===== src/rtl/alu_seq.sv =====
`default_nettype none
// ============================================================================
// alu_seq : registered 8-op ALU with valid/ready handshake and serial shifts
// Rev 1.0
// ============================================================================
module alu_seq #(
  parameter int WIDTH   = 8,
  parameter int SHAMT_W = $clog2(WIDTH)
) (
  input  logic             clock,
  input  logic             reset_n,
  input  logic             in_valid,
  output logic             in_ready,
  input  logic [2:0]       sel,
  input  logic [WIDTH-1:0] a,
  input  logic [WIDTH-1:0] b,
  input  logic             cin,
  output logic             out_valid,
  input  logic             out_ready,
  output logic [WIDTH-1:0] result,
  output logic             carry,
  output logic             overflow,
  output logic             zero,
  output logic             negative
);

  localparam logic [1:0] S_IDLE  = 2'd0;
  localparam logic [1:0] S_SHIFT = 2'd1;
  localparam logic [1:0] S_DONE  = 2'd2;

  localparam logic [2:0] OP_SUB = 3'b001;
  localparam logic [2:0] OP_AND = 3'b010;
  localparam logic [2:0] OP_OR  = 3'b011;
  localparam logic [2:0] OP_XOR = 3'b100;
  localparam logic [2:0] OP_NOT = 3'b101;
  localparam logic [2:0] OP_SHL = 3'b110;
  localparam logic [2:0] OP_SHR = 3'b111;

  localparam logic [SHAMT_W-1:0] CNT_ONE = SHAMT_W'(1);

  logic [1:0]         state_q, state_d;
  logic [WIDTH-1:0]   result_q, result_d;
  logic [WIDTH-1:0]   work_q, work_d;
  logic [SHAMT_W-1:0] cnt_q, cnt_d;
  logic               left_q, left_d;
  logic               carry_q, carry_d;
  logic               ovf_q, ovf_d;
  logic               zero_q, zero_d;
  logic               neg_q, neg_d;

  logic               accept;
  logic               is_shift;
  logic               load;
  logic [SHAMT_W-1:0] k;
  logic [WIDTH:0]     sum;
  logic [WIDTH:0]     diff;
  logic [WIDTH-1:0]   work_next;
  logic               shift_out;

  assign accept   = in_valid & in_ready;
  assign k        = b[SHAMT_W-1:0];
  assign is_shift = (sel == OP_SHL) || (sel == OP_SHR);

  // State register
  always_ff @(posedge clock or negedge reset_n) begin
    if (!reset_n) begin
      state_q <= S_IDLE;
    end else begin
      state_q <= state_d;
    end
  end

  // Next-state logic; an unknown sel fails is_shift and so behaves as add
  always_comb begin
    state_d = state_q;
    case (state_q)
      S_IDLE: begin
        if (in_valid) begin
          if (is_shift && (k != '0)) state_d = S_SHIFT;
          else                       state_d = S_DONE;
        end
      end
      S_SHIFT: begin
        if (cnt_q == CNT_ONE) state_d = S_DONE;
      end
      S_DONE: begin
        if (out_ready) state_d = S_IDLE;
      end
      default: state_d = S_IDLE;
    endcase
  end

  // Handshake outputs
  always_comb begin
    in_ready  = (state_q == S_IDLE);
    out_valid = (state_q == S_DONE);
  end

  // Datapath next values
  always_comb begin
    result_d  = result_q;
    carry_d   = carry_q;
    ovf_d     = ovf_q;
    work_d    = work_q;
    cnt_d     = cnt_q;
    left_d    = left_q;
    load      = 1'b0;
    sum       = {1'b0, a} + {1'b0, b} + {{WIDTH{1'b0}}, cin};
    diff      = {1'b0, a} - {1'b0, b};
    shift_out = left_q ? work_q[WIDTH-1] : work_q[0];
    work_next = left_q ? {work_q[WIDTH-2:0], 1'b0} : {1'b0, work_q[WIDTH-1:1]};

    if (accept) begin
      case (sel)
        OP_SUB: begin
          load     = 1'b1;
          result_d = diff[WIDTH-1:0];
          carry_d  = diff[WIDTH];
          ovf_d    = (a[WIDTH-1] != b[WIDTH-1]) && (diff[WIDTH-1] != a[WIDTH-1]);
        end
        OP_AND, OP_OR, OP_XOR, OP_NOT: begin
          load    = 1'b1;
          carry_d = 1'b0;
          ovf_d   = 1'b0;
          case (sel)
            OP_AND:  result_d = a & b;
            OP_OR:   result_d = a | b;
            OP_XOR:  result_d = a ^ b;
            default: result_d = ~a;
          endcase
        end
        OP_SHL, OP_SHR: begin
          work_d = a;
          cnt_d  = k;
          left_d = (sel == OP_SHL);
          // Zero-length shift completes immediately; otherwise flags wait for the last bit
          if (k == '0) begin
            load     = 1'b1;
            result_d = a;
            carry_d  = 1'b0;
            ovf_d    = 1'b0;
          end
        end
        default: begin
          load     = 1'b1;
          result_d = sum[WIDTH-1:0];
          carry_d  = sum[WIDTH];
          ovf_d    = (a[WIDTH-1] == b[WIDTH-1]) && (sum[WIDTH-1] != a[WIDTH-1]);
        end
      endcase
    end else if (state_q == S_SHIFT) begin
      work_d = work_next;
      cnt_d  = cnt_q - CNT_ONE;
      if (cnt_q == CNT_ONE) begin
        load     = 1'b1;
        result_d = work_next;
        carry_d  = shift_out;
        ovf_d    = 1'b0;
      end
    end

    zero_d = load ? (result_d == '0)        : zero_q;
    neg_d  = load ? result_d[WIDTH-1]       : neg_q;
  end

  always_ff @(posedge clock or negedge reset_n) begin
    if (!reset_n) begin
      result_q <= '0;
      work_q   <= '0;
      cnt_q    <= '0;
      left_q   <= 1'b0;
      carry_q  <= 1'b0;
      ovf_q    <= 1'b0;
      zero_q   <= 1'b0;
      neg_q    <= 1'b0;
    end else begin
      result_q <= result_d;
      work_q   <= work_d;
      cnt_q    <= cnt_d;
      left_q   <= left_d;
      carry_q  <= carry_d;
      ovf_q    <= ovf_d;
      zero_q   <= zero_d;
      neg_q    <= neg_d;
    end
  end

  assign result   = result_q;
  assign carry    = carry_q;
  assign overflow = ovf_q;
  assign zero     = zero_q;
  assign negative = neg_q;

endmodule
`default_nettype wire

===== config.mk =====
export PLATFORM = sky130hd
export DESIGN_NAME = alu_seq
export DESIGN_NICKNAME = d
export VERILOG_FILES = /design/src/rtl/alu_seq.sv
export SDC_FILE = /design/constraint.sdc
export NUM_CORES = 1
export LEC_CHECK = 0
export BUFFER_PORTS_ARGS = -buffer_cell sky130_fd_sc_hd__buf_2
export CAP_MARGIN = 10
export CORE_ASPECT_RATIO = 0.8
export CORE_MARGIN = 4
export CORE_UTILIZATION = 45
export DETAILED_ROUTE_END_ITERATION = 7
export HOLD_SLACK_MARGIN = 0.08
export PLACE_DENSITY = 0.76
export SYNTH_ARGS = -nofsm -noshare
export SYNTH_HDL_FRONTEND = slang
export SYNTH_SLANG_ARGS = --single-unit

===== constraint.sdc =====
create_clock -name clock -period 2.5 [get_ports clock]
set_input_delay 0.375 -clock clock [delete_from_list [all_inputs] [get_ports clock]]
set_output_delay 0.375 -clock clock [all_outputs]
set_load 0.01 [all_outputs]

[After elaboration in Yosys (flattened, before gate mapping)]
Index checks and enable logic that the tools add are counted.
Cells by class
  bitwise gates (word level): 5
  muxes and demuxes: 33
  reductions and logical operators: 16
  add/sub/neg operators: 4
  eq/ne operators: 19
Operators with widths (count)
  $mux 8: 8
  $pmux 8 s3: 2
  $mux 1: 13
  $eq 3x3->1 const B: 4
  $add 8x8->9: 1
  $add 9x1->9: 1
  $mux 3: 3
  $sub 8x8->9: 1
  $and 8x8->8: 1
  $logic_not 8->1: 1
  $mux 2: 4
  $not 8->8: 1
  $or 8x8->8: 1
  $xor 8x8->8: 1
  $eq 3x1->1 const B: 2
  $eq 3x2->1 const B: 2
  $pmux 1 s3: 2
  $pmux 2 s3: 1
  $reduce_and 3->1: 2
  $ne 2x1->1 const B: 2
  $ne 2x2->1 const B: 2
  $reduce_and 2->1: 2
  $reduce_bool 2->1: 2
  $reduce_or 4->1: 1
  other kinds (13): 17
Word-level totals
  output and inout port bits: 14
  register bits after elaboration: 26

[Longest topological paths before layout]
Gate-level depths: netlist of the first run.
  word-level depth: 6
  mapped depth: 10

[Least setup slack after synthesis of the first run]
Ideal clock, no wire load.
  kind: input to register
  start point: in a[0]
  end point: reg zero_q (netlist: zero)
  data required time: 2.408 ns
  data arrival time: 2.520 ns
  cell stages on the path: 9
  path slack: -0.112 ns
  buffers on the path: 0
  cells stage by stage: inv_1 > ha_1 > fa_1 > xnor2_1 > o221ai_1 > o221a_1 > or4_1 > a2111o_1 > o31ai_2
On the way
  cells in the longest elaborated chain, start to end: 5
Ends and longest elaborated chain
  start, declared: RTL line 15  | input logic [WIDTH-1:0] a,
  $add 8x8->9: RTL line 108  | sum = {1'b0, a} + {1'b0, b} + {{WIDTH{1'b0}}, cin};
  $add 9x1->9: RTL line 108
  $pmux 8 s3 *: RTL line 114  | case (sel)
  $mux 8 *: RTL line 113  | if (accept) begin
  via result_d[2]: RTL line 42  | logic [WIDTH-1:0] result_q, result_d;
  $logic_not 8->1 *: RTL line 162  | zero_d = load ? (result_d == '0) : zero_q;
  end signal, assigned: RTL line 183  | zero_q <= zero_d;
  end, declared: RTL line 48  | logic zero_q, zero_d;
Mark *: on every way through the listed nets, which the timed path passes. The rest lies on a longest branch.
A chain may end at the register's enable or synchronous reset.

[Worst setup path after layout of the first run]
Same ends and word-level chain as after synthesis.

==> impl_results.md, run 1 <==
* Outcome: finished, violations left
* Failing checks: setup timing
* Min Hold Slack at 99.5 ps
* Routed WL per cell at 15.7 µm
* Post-Syn Area per Cell at 7.99 µm²
* Top Ports at 38
* RSZ-0062 raised after global routing: yes
* Final Cycle Share at 102%
* Slew headroom at 61.2%
* M1 WL at 3720 µm
* Clock Skew at 2.15 ps
* Fin worst setup slack at -48.7 ps
* Antenna viol nets, final at 0
* Longest Clk Path Bufs at 2
* Met2 routed WL at 3600 µm
* Worst Setup Path Type: in -> reg
* CTS tree: built
* Final min period at 2550 ps
* Maxcap violations at 0
* WL met3 at 514 µm
* Port bufs at 37
* Max H-tree Level at 1
* Slack of the worst reg-to-reg path at 0 ps
* Final WL at 7940 µm
* Worst-path cell chain: buf_2 > inv_4 > ha_4 > fa_2 > xnor2_2 > o221ai_1 > o221a_1 > or4_4 > a2111o_1 > o31ai_2
* Clk sinks at 26
* Post-CTS Hold Fix Bufs at 0
* Vias in the first global route at 2,791
* Synth Warn # at 0
* First-pass GRT wire length at 13,000 µm
* Placed Cells at 502
* Post-DP HPWL at 6350 µm
* Max-slew violation count at 0
* DRC viols at 0
* Logic pwr share at 60.1%
* Die width at 95.5 µm
* Via count at 2,856
* Area of the mapped netlist at 2760 µm²
* Initial DRC Count at 184
* Max layer used: met4
* Switching Share at 43.6%
* Count leader, synth: nor2_1
* Clock Latency Late Sink at 260 ps
* RePlAce Congestion at 0.933
* Root Buffer: clkbuf_8
* Row count at 25
* Achievable Freq at 0.392 GHz
* Top post-synthesis cells by area: dfrtp_1, ha_1, a21oi_1
* Max IR drop VDD at 0.384 mV
* CORE AREA at 5910 µm²
* Worst path slowest cell: or4_4
* NumNets Final at 480
* Gr ovfl total at 0
* 1st-pass router iterations at 4
* Post-synth EDFFs at 0
* Worst Tran Pin Value at 581 ps
* Seq/Total Area, Yosys at 23.6%
* Worst Path Arrival at 2730 ps
* Worst R2R End: zero
* Synth cell types at 54
* Part of the power in registers at 30.6%
* Hold crit path type: in -> async
* Total GRT Usage at 21.5%
* Via-to-Cell Ratio at 5.64
* Clock power frac at 9.2%
* Final cell count without fillers at 506
* CTS Buf Count at 3
* Starting Density at 46.6%
* Hold Vio Cnt, Final at 0
* Top_reg_cell synth: dfrtp_1
* Layout cells sized above 1 at 28.2%
* Chip Height at 78.0 µm
* P_sw at 0.00109 W
* Antenna violations before repair at 0
* Reg-to-reg startpoint: state_q[0]
* Crit-path max FO at 3
* N_diodes at 0
* Internal Power at 0.00142 W
* Crit end category: register
* Flop and latch count out of synthesis at 26
* Die ar. at 7450 µm²
* Setup crit start kind: primary input
* Largest area contributor in the netlist: dfrtp_1
* CP required at 2680 ps
* Number of setup violations in the final report at 1
* Pwr per Cell Area at 714 nW/µm²
* Commonest cells in the netlist: nor2_1, a21oi_1, ha_1, inv_1, dfrtp_1
* Leakage power at 1.63 nW
* Synth top area share at 23.6%
* Synth Instances at 345
* Mapped Nets at 398
* Area grow syn2layout at 27.4%
* Reg clk slew, reported paths at 80 ps
* Crit path largest cell delay at 540 ps
* Worst R2R Path Depth at 6
* Ys async rst share at 100%
* Largest net degree at the start of global routing at 27
[worst max-delay path: cells and delay by family]
| kind | cells | cell delay (ps) |
|---|---|---|
| and+or+nand+nor | 1 | 540 |
| buffers and inverters | 2 | 160 |
| adders and majority gates | 2 | 530 |
| AOI/OAI and AO/OA | 4 | 980 |
| xor gates and xnor gates | 1 | 140 |
[through the flow]
stage          power [W]  util, %  instance area (µm²)  setup slack, ps  setup TNS (ps)
6_report         0.00251     59.4                 3510            -48.7           -48.7
5_1_grt          0.00273     59.4                 3510             -121            -121
4_1_cts          0.00247     58.8                 3470             7.80               0
3_5_place_dp     0.00223     57.9                 3420             -370            -974
3_3_place_gp     0.00218     57.9                 3420             -283            -707
2_1_floorplan    0.00169        -                 2780            -32.1           -32.1
[per-layer routing]
metal / track usage, % / vias up
met3: 3.54 / 8
met5: 0 / -
li1: - / 1394
met1: 31.2 / 1354
met2: 34.3 / 100
met4: 3.41 / 0
[power by group through the flow]
stage          clock network (W)  registers (W)  logic, W
2_1_floorplan                  0       0.000771  0.000920
3_3_place_gp                   0       0.000768   0.00141
3_5_place_dp                   0       0.000774   0.00145
4_1_cts                 0.000238       0.000766   0.00146
5_1_grt                 0.000258       0.000789   0.00168
6_report                0.000231       0.000769   0.00151
[worst max path at each step]
stage          from  endpoint  slack, ps  cells past startpoint
2_1_floorplan  a[0]      zero        -30                     10
3_3_place_gp   a[0]      zero       -280                     11
3_5_place_dp   a[0]      zero       -370                     11
4_1_cts        b[0]      zero          8                     10
5_1_grt        b[0]      zero       -120                     10
6_report       a[0]      zero        -50                     10
[logic make-up (layout without fill, tap and decap cells)]
| group | after synthesis | count (layout) | share of synthesized area [%] |
|---|---|---|---|
| AOI/OAI and AO/OA | 108 | 108 | 26.4 |
| xor gates and xnor gates | 9 | 9 | 2.86 |
| adders and majority gates | 29 | 29 | 13.7 |
| buffers and inverters | 49 | 129 | 7.80 |
| DFF | 26 | 26 | 23.6 |
| muxes | 17 | 17 | 6.26 |
| and+or+nand+nor | 107 | 107 | 19.4 |
[what timing repair did]
| action | in CTS | in global routing |
|---|---|---|
| buffers inserted | 0 | 1 |
| pin swaps | 4 | 3 |
| gates resized for setup | 3 | 7 |
| setup endpoints to repair | 2 | 1 |
[cell type report]
class | instances | area [µm²]
fill | 542 | 2400
multi-input combinational | 270 | 1950
timing repair buffer | 99 | 667
sequential | 26 | 651
inverter | 27 | 104
tap | 81 | 101
clock buffer | 3 | 41.3
[sequential cells by signal (all words and copies together) (netlist names)]
| signal | count |
|---|---|
| negative | 1 |
| overflow | 1 |
| state_q | 2 |
| left_q | 1 |
| carry | 1 |
| zero | 1 |
| result | 8 |
| cnt_q | 3 |
| work_q | 8 |
[cells in the final DEF, fill, tap and decap left out, types with 3 or more instances in the layout]
cell type	instances
buf_4	60
buf_2	37
nor2_1	34
a21oi_1	32
inv_1	26
ha_1	26
dfrtp_1	26
nand2_1	23
o21ai_0	21
mux2i_1	15
nand2b_1	9
o221ai_1	9
nand3_1	8
nor3_1	7
xnor2_1	7
o211ai_1	7
nor2b_1	6
o31ai_1	5
o22ai_1	5
and2_1	4
a221o_1	4
o21a_1	3
a211oi_1	3
clkbuf_8	3
Power figures use the tool's default switching activity.
==> inputs of run 2 (changes only) <==
- CORE_UTILIZATION: 45 -> 59
- PLACE_DENSITY: 0.76 -> 0.93
- REMOVE_ABC_BUFFERS: not set -> 1
==> run 2 against run 1 <==
Net effect:
- cell count fell by 4.9%
- largest power group unchanged
- critical path depth up 1
- sequential share of layout area grew 0.075 points
- via count increased by 8.1%
- clock power rose by 52%
- flip-flop and latch count is the same
- register-to-register slack better by 40 ps
- the flow still finishes with violations (setup timing)
- wire length increased by 6.5%
- combinational power rose by 3%
- core utilization up 21 points
- cell area down 0.21%
==> impl_results.md, run 2 (synthesized netlist as in run 1, its figures left out) <==
* Antenna viol nets, final at 0 (unchanged)
* Starting Density at 63.6% (+17 points)
* Setup crit start kind: primary input
* CTS tree: built
* Final Cycle Share at 100% (-1.7 points)
* Top Ports at 38 (unchanged)
* CTS Buf Count at 3 (unchanged)
* Outcome: finished, violations left
* Die ar. at 5840 µm² (-22%)
* Leakage power at 1.62 nW (-0.67%)
* Fill count at 278 (-49%)
* Hold crit path type: in -> async
* DRC viols at 0 (unchanged)
* Post-CTS Hold Fix Bufs at 0 (unchanged)
* Antenna violations before repair at 0 (unchanged)
* Max layer used: met4
* Maxcap violations at 0 (unchanged)
* NumNets Final at 478 (-0.42%)
* Worst Tran Pin Value at 584 ps (+2.23 ps)
* Routed WL per cell at 17.6 µm (+12%)
* Post-DP HPWL at 6360 µm (+0.20%)
* Pwr per Cell Area at 765 nW/µm² (+7.1%)
* Most frequent cells in the layout: buf_4, nor2_1, buf_2
* M1 WL at 3350 µm (-10%)
* Placed Cells at 475 (-5.4%)
* Area of the multi-input gates at 1960 µm² (+0.77%)
* Port bufs at 37 (unchanged)
* Die width at 84.4 µm (-12%)
* Initial DRC Count at 403 (+120%)
* RSZ-0062 raised after global routing: yes
* Fin worst setup slack at -5.74 ps (+43.0 ps)
* Max-slew violation count at 0 (unchanged)
* WL met3 at 855 µm (+66%)
* Crit end category: register
* Achievable Freq at 0.399 GHz (+1.7%)
* Max IR drop VDD at 0.542 mV (+41%)
* Clk sinks at 26 (unchanged)
* CP required at 2690 ps (about the same)
* Reg clk slew, reported paths at 90 ps (about the same)
* Vias in the first global route at 2,840 (+1.8%)
* Root Buffer: clkbuf_8
* Final cell count without fillers at 481 (-4.9%)
* Worst Setup Path Type: in -> reg
* CORE AREA at 4340 µm² (-27%)
* Total GRT Usage at 27.5% (+5.9 points)
* N_diodes at 0 (unchanged)
* Layout cells sized above 1 at 29.5% (+1.2 points)
* Final min period at 2510 ps (-43.0 ps)
* Most common cell after layout, fill and taps aside: buf_4
* Max H-tree Level at 1 (unchanged)
* Via count at 3,088 (+8.1%)
* Failing checks: setup timing
* Row count at 21 (-16%)
* Clock Skew at 4.57 ps (+2.42 ps)
* Slew headroom at 61.1% (-0.15 points)
* FF+latch area at 652 µm² (+0.19%)
* Clock Latency Late Sink at 270 ps (about the same)
* First-pass GRT wire length at 13,200 µm (+1.7%)
* Setup TNS at -5.74 ps (+43.0 ps)
* Number of setup violations in the final report at 1 (unchanged)
* Via-to-Cell Ratio at 6.42 (+14%)
* Gr ovfl total at 0 (unchanged)
* Crit-path max FO at 5 (+2)
* Met2 routed WL at 3880 µm (+7.7%)
* Area grow syn2layout at 27.1%
* Longest Clk Path Bufs at 2 (unchanged)
* RePlAce Congestion at 0.942 (+0.95%)
* Pre-CTS WS at -396 ps (-26.3 ps)
* Chip Height at 69.2 µm (-11%)
* Largest net degree at the start of global routing at 27 (unchanged)
* Hold Vio Cnt, Final at 0 (unchanged)
* Final WL at 8450 µm (+6.5%)
* Worst Path Arrival at 2700 ps (-30 ps)
* 1st-pass router iterations at 5 (+1)
[run 2: timing repair]
| item | in CTS | in global routing |
|---|---|---|
| setup buffers | 0 | 2 |
| pin swaps | 3 | 4 |
| resized for setup | 4 | 19 |
| endpoints found under the setup margin | 2 | 3 |
[run 2: through the flow]
step           instance area [µm²]  power (W)  hold WS, ps  util (%)
2_1_floorplan                 2640    0.00163         79.4         -
3_3_place_gp                  3340    0.00216          400      76.9
3_5_place_dp                  3340    0.00223          405      76.9
4_1_cts                       3420    0.00260          110      78.8
5_1_grt                       3500    0.00288          122      80.8
6_report                      3500    0.00268         84.8      80.8
[run 2: metal layers]
metal  global-route usage, %  vias to the layer above
li1                        -                     1405
met1                    35.4                     1403
met2                    46.3                      221
met3                    5.71                       59
met4                    8.44                        0
met5                       0                        -
[run 2: worst max-delay path: stages]
cell and delay (ps):
clkbuf_4 150, inv_1 120, ha_4 220, nor2b_2 160, buf_4 140, o31a_1 370, nor2_1 200, xnor2_1 100
o311a_1 310, a2111o_1 400, o31ai_2 170
[run 2: final timing paths]
| check | startpoint | to | depth (start not counted) | slack (ps) |
|---|---|---|---|---|
| max in group asynchronous | reset_n | state_q[1] | 1 | 2000 |
| min reg2reg | carry | carry | 2 | 490 |
| min in group clock | out_ready | state_q[1] | 2 | 280 |
| max | b[1] | zero | 11 | -6 |
| min | reset_n | cnt_q[0] | 1 | 80 |
| max reg2reg | state_q[1] | zero | 7 | 40 |
[run 2: final cells by class]
class | count | share of cell area (%)
tap | 57 | 2.03
sequential | 26 | 18.6
clock buffer | 3 | 1.18
inverter | 27 | 2.96
multi-input combinational | 270 | 56.0
clock inverter | 1 | 0.857
timing repair buffer | 97 | 18.4
[run 2: power breakdown]
group	internal (W)	switching (W)
clock	0.000214	0.000137
combinational	0.000705	0.000846
sequential	0.000610	0.000169
==> inputs of run 3 (changes only) <==
==> constraint.sdc (replaced) <==
create_clock -name clock -period 2.7 [get_ports clock]
set_input_delay 0.405 -clock clock [delete_from_list [all_inputs] [get_ports clock]]
set_output_delay 0.405 -clock clock [all_outputs]
set_load 0.05 [all_outputs]
==> run 3 against run 2 <==
Net effect:
- the run still ends with setup timing left
- sequential share of layout area is 0.36 points higher
- first-iteration DRC count shrank 30%
- hold slack gained 40 ps
- clock-buffer cell count grew 1
- largest cell class unchanged
- register-to-register slack hardly changed
- non-clock buffer count down 11
- clock skew is 0.64 ps lower
- flip-flop and latch count did not move
- power is 0.78% lower
==> impl_results.md, run 3 (synthesized netlist as in run 1, its figures left out) <==
* First-pass GRT wire length at 12,900 µm (-2.5%)
* P_sw at 0.00135 W (+17%)
* Failing checks: setup timing
* Post-DP HPWL at 6060 µm (-4.7%)
* Chip Height at 69.2 µm (unchanged)
* Layout cells sized above 1 at 26.9% (-2.6 points)
* Via count at 2,998 (-2.9%)
* Leakage power at 1.57 nW (-3.1%)
* RePlAce Congestion at 0.953 (+1.2%)
* Crit-path max FO at 3 (-2)
* Final min period at 2760 ps
* Max IR drop VDD at 0.807 mV (+49%)
* Area of the multi-input gates at 1980 µm² (+0.70%)
* Maxcap violations at 0 (unchanged)
* Outcome: finished, violations left
* Initial DRC Count at 281 (-30%)
* Top Ports at 38 (unchanged)
* Setup crit start kind: primary input
* Logic pwr share at 63.0% (+5.1 points)
* Final Cycle Share at 102%
* Total GRT Usage at 26.2% (-1.3 points)
* Pwr per Cell Area at 775 nW/µm² (+1.3%)
* Hold crit path type: in -> async
* NumNets Final at 467 (-2.3%)
* Antenna viol nets, final at 0 (unchanged)
* Vias in the first global route at 2,818 (-0.77%)
* Clock Skew at 3.94 ps (-0.635 ps)
* Number of setup violations in the final report at 1 (unchanged)
* Clock Latency Late Sink at 270 ps (about the same)
* Clk sinks at 26 (unchanged)
* 1st-pass router iterations at 5 (unchanged)
* Switching Share at 50.7% (+7.8 points)
* Row count at 21 (unchanged)
* Part of the power in registers at 27.5% (-1.5 points)
* Die width at 84.4 µm (unchanged)
* Slew headroom at 58.5% (-2.6 points)
* Gr ovfl total at 0 (unchanged)
* N_diodes at 0 (unchanged)
* Worst Tran Pin Value at 617 ps (+33.9 ps)
* RSZ-0062 raised after global routing: yes
* Area grow syn2layout at 24.5%
* Layout Utilization at 79.2% (-1.7 points)
* Crit path from: a[0]
* Root Buffer: clkbuf_8
* Antenna violations before repair at 0 (unchanged)
* FF+latch area at 651 µm² (-0.19%)
* Final WL at 8360 µm (-1.0%)
* Longest Clk Path Bufs at 2 (unchanged)
* Routed WL per cell at 17.8 µm (+1.3%)
* CP required at 2880 ps (+190 ps)
* Starting Density at 63.6% (unchanged)
* Reg clk slew, reported paths at 90 ps (about the same)
* Die ar. at 5840 µm² (unchanged)
* Via-to-Cell Ratio at 6.38 (-0.64%)
* Min Hold Slack at 125 ps (+40.1 ps)
* Most frequent cells in the layout: buf_4, nor2_1, buf_2
* DRC viols at 0 (unchanged)
* Port bufs at 37 (unchanged)
* Max-slew violation count at 0 (unchanged)
* CORE AREA at 4340 µm² (unchanged)
* Hold Vio Cnt, Final at 0 (unchanged)
* Internal Power at 0.00131 W (-14%)
* Max H-tree Level at 1 (unchanged)
* Fill count at 303 (+9.0%)
* Reg-to-reg startpoint: state_q[0]
* Most common cell after layout, fill and taps aside: buf_4
* Crit end category: register
* Fin worst setup slack at -55.0 ps (-49.3 ps)
* CTS Buf Count at 3 (unchanged)
* Clock power frac at 9.6% (-3.5 points)
* Worst Setup Path Type: in -> reg
* Achievable Freq at 0.363 GHz
* CTS tree: built
* Largest net degree at the start of global routing at 27 (unchanged)
* Worst Path Arrival at 2940 ps (+240 ps)
run 3: cell type report:
type,count,area share (%)
Clock buffer,4,1.60
Inverter,27,3.10
Multi-Input combinational cell,270,57.6
Sequential cell,26,19.0
Tap cell,57,2.08
Timing Repair Buffer,86,16.7
run 3: final timing paths:
path                       cells past startpoint          to  slack [ps]
setup / recovery                              11        zero         -60
hold / removal                                 1   result[0]         120
setup reg to reg                               6        zero          40
hold reg to reg                                2       carry         490
max in group asynchronous                      1   work_q[2]        2190
min in group clock                             2  state_q[1]         310
run 3: per-layer routing:
layer,track usage (%),share of wire (%),vias up
met1,36.1,42,1420
li1,-,-,1379
met5,0,0,-
met4,7.21,2.5,0
met2,42.3,47,175
met3,4.76,8.6,24
run 3: worst max-delay path, stage by stage:
cell	delay, ps
buf_8	80
inv_6	40
ha_4	160
fa_2	530
mux2_4	170
o22ai_4	60
a21oi_2	180
a221oi_2	90
or4_1	560
a2111o_1	390
o31ai_2	270
run 3: timing repair:
| item | 4_1_cts | 5_1_grt |
|---|---|---|
| gates resized for setup | 0 | 26 |
| setup endpoints to repair | 0 | 1 |
| setup buffers | 0 | 1 |
| hold buffers | 0 | 0 |
run 3: per-stage QoR:
| stage | TNS (ps) | total power [W] | area, µm² | std cells | setup slack (ps) |
|---|---|---|---|---|---|
| finish | -55.0 | 0.00266 | 3430 | 470 | -55.0 |
| global route | -95.1 | 0.00283 | 3430 | 470 | -95.1 |
| CTS | 0 | 0.00258 | 3320 | 469 | 22.5 |
| detailed placement | -421 | 0.00232 | 3260 | 465 | -251 |
| global placement | -142 | 0.00227 | 3260 | 465 | -141 |
| floorplan | -364 | 0.00181 | 2640 | 323 | -364 |
run 3: power by group through the flow:
stage / Clock [W] / Combinational (W) / Sequential [W]
after global placement: 0 / 0.00155 / 0.000712
after CTS: 0.000255 / 0.00160 / 0.000718
final: 0.000254 / 0.00167 / 0.000731
after floorplan: 0 / 0.000834 / 0.000977
after global routing: 0.000273 / 0.00181 / 0.000747
after detailed placement: 0 / 0.00159 / 0.000724
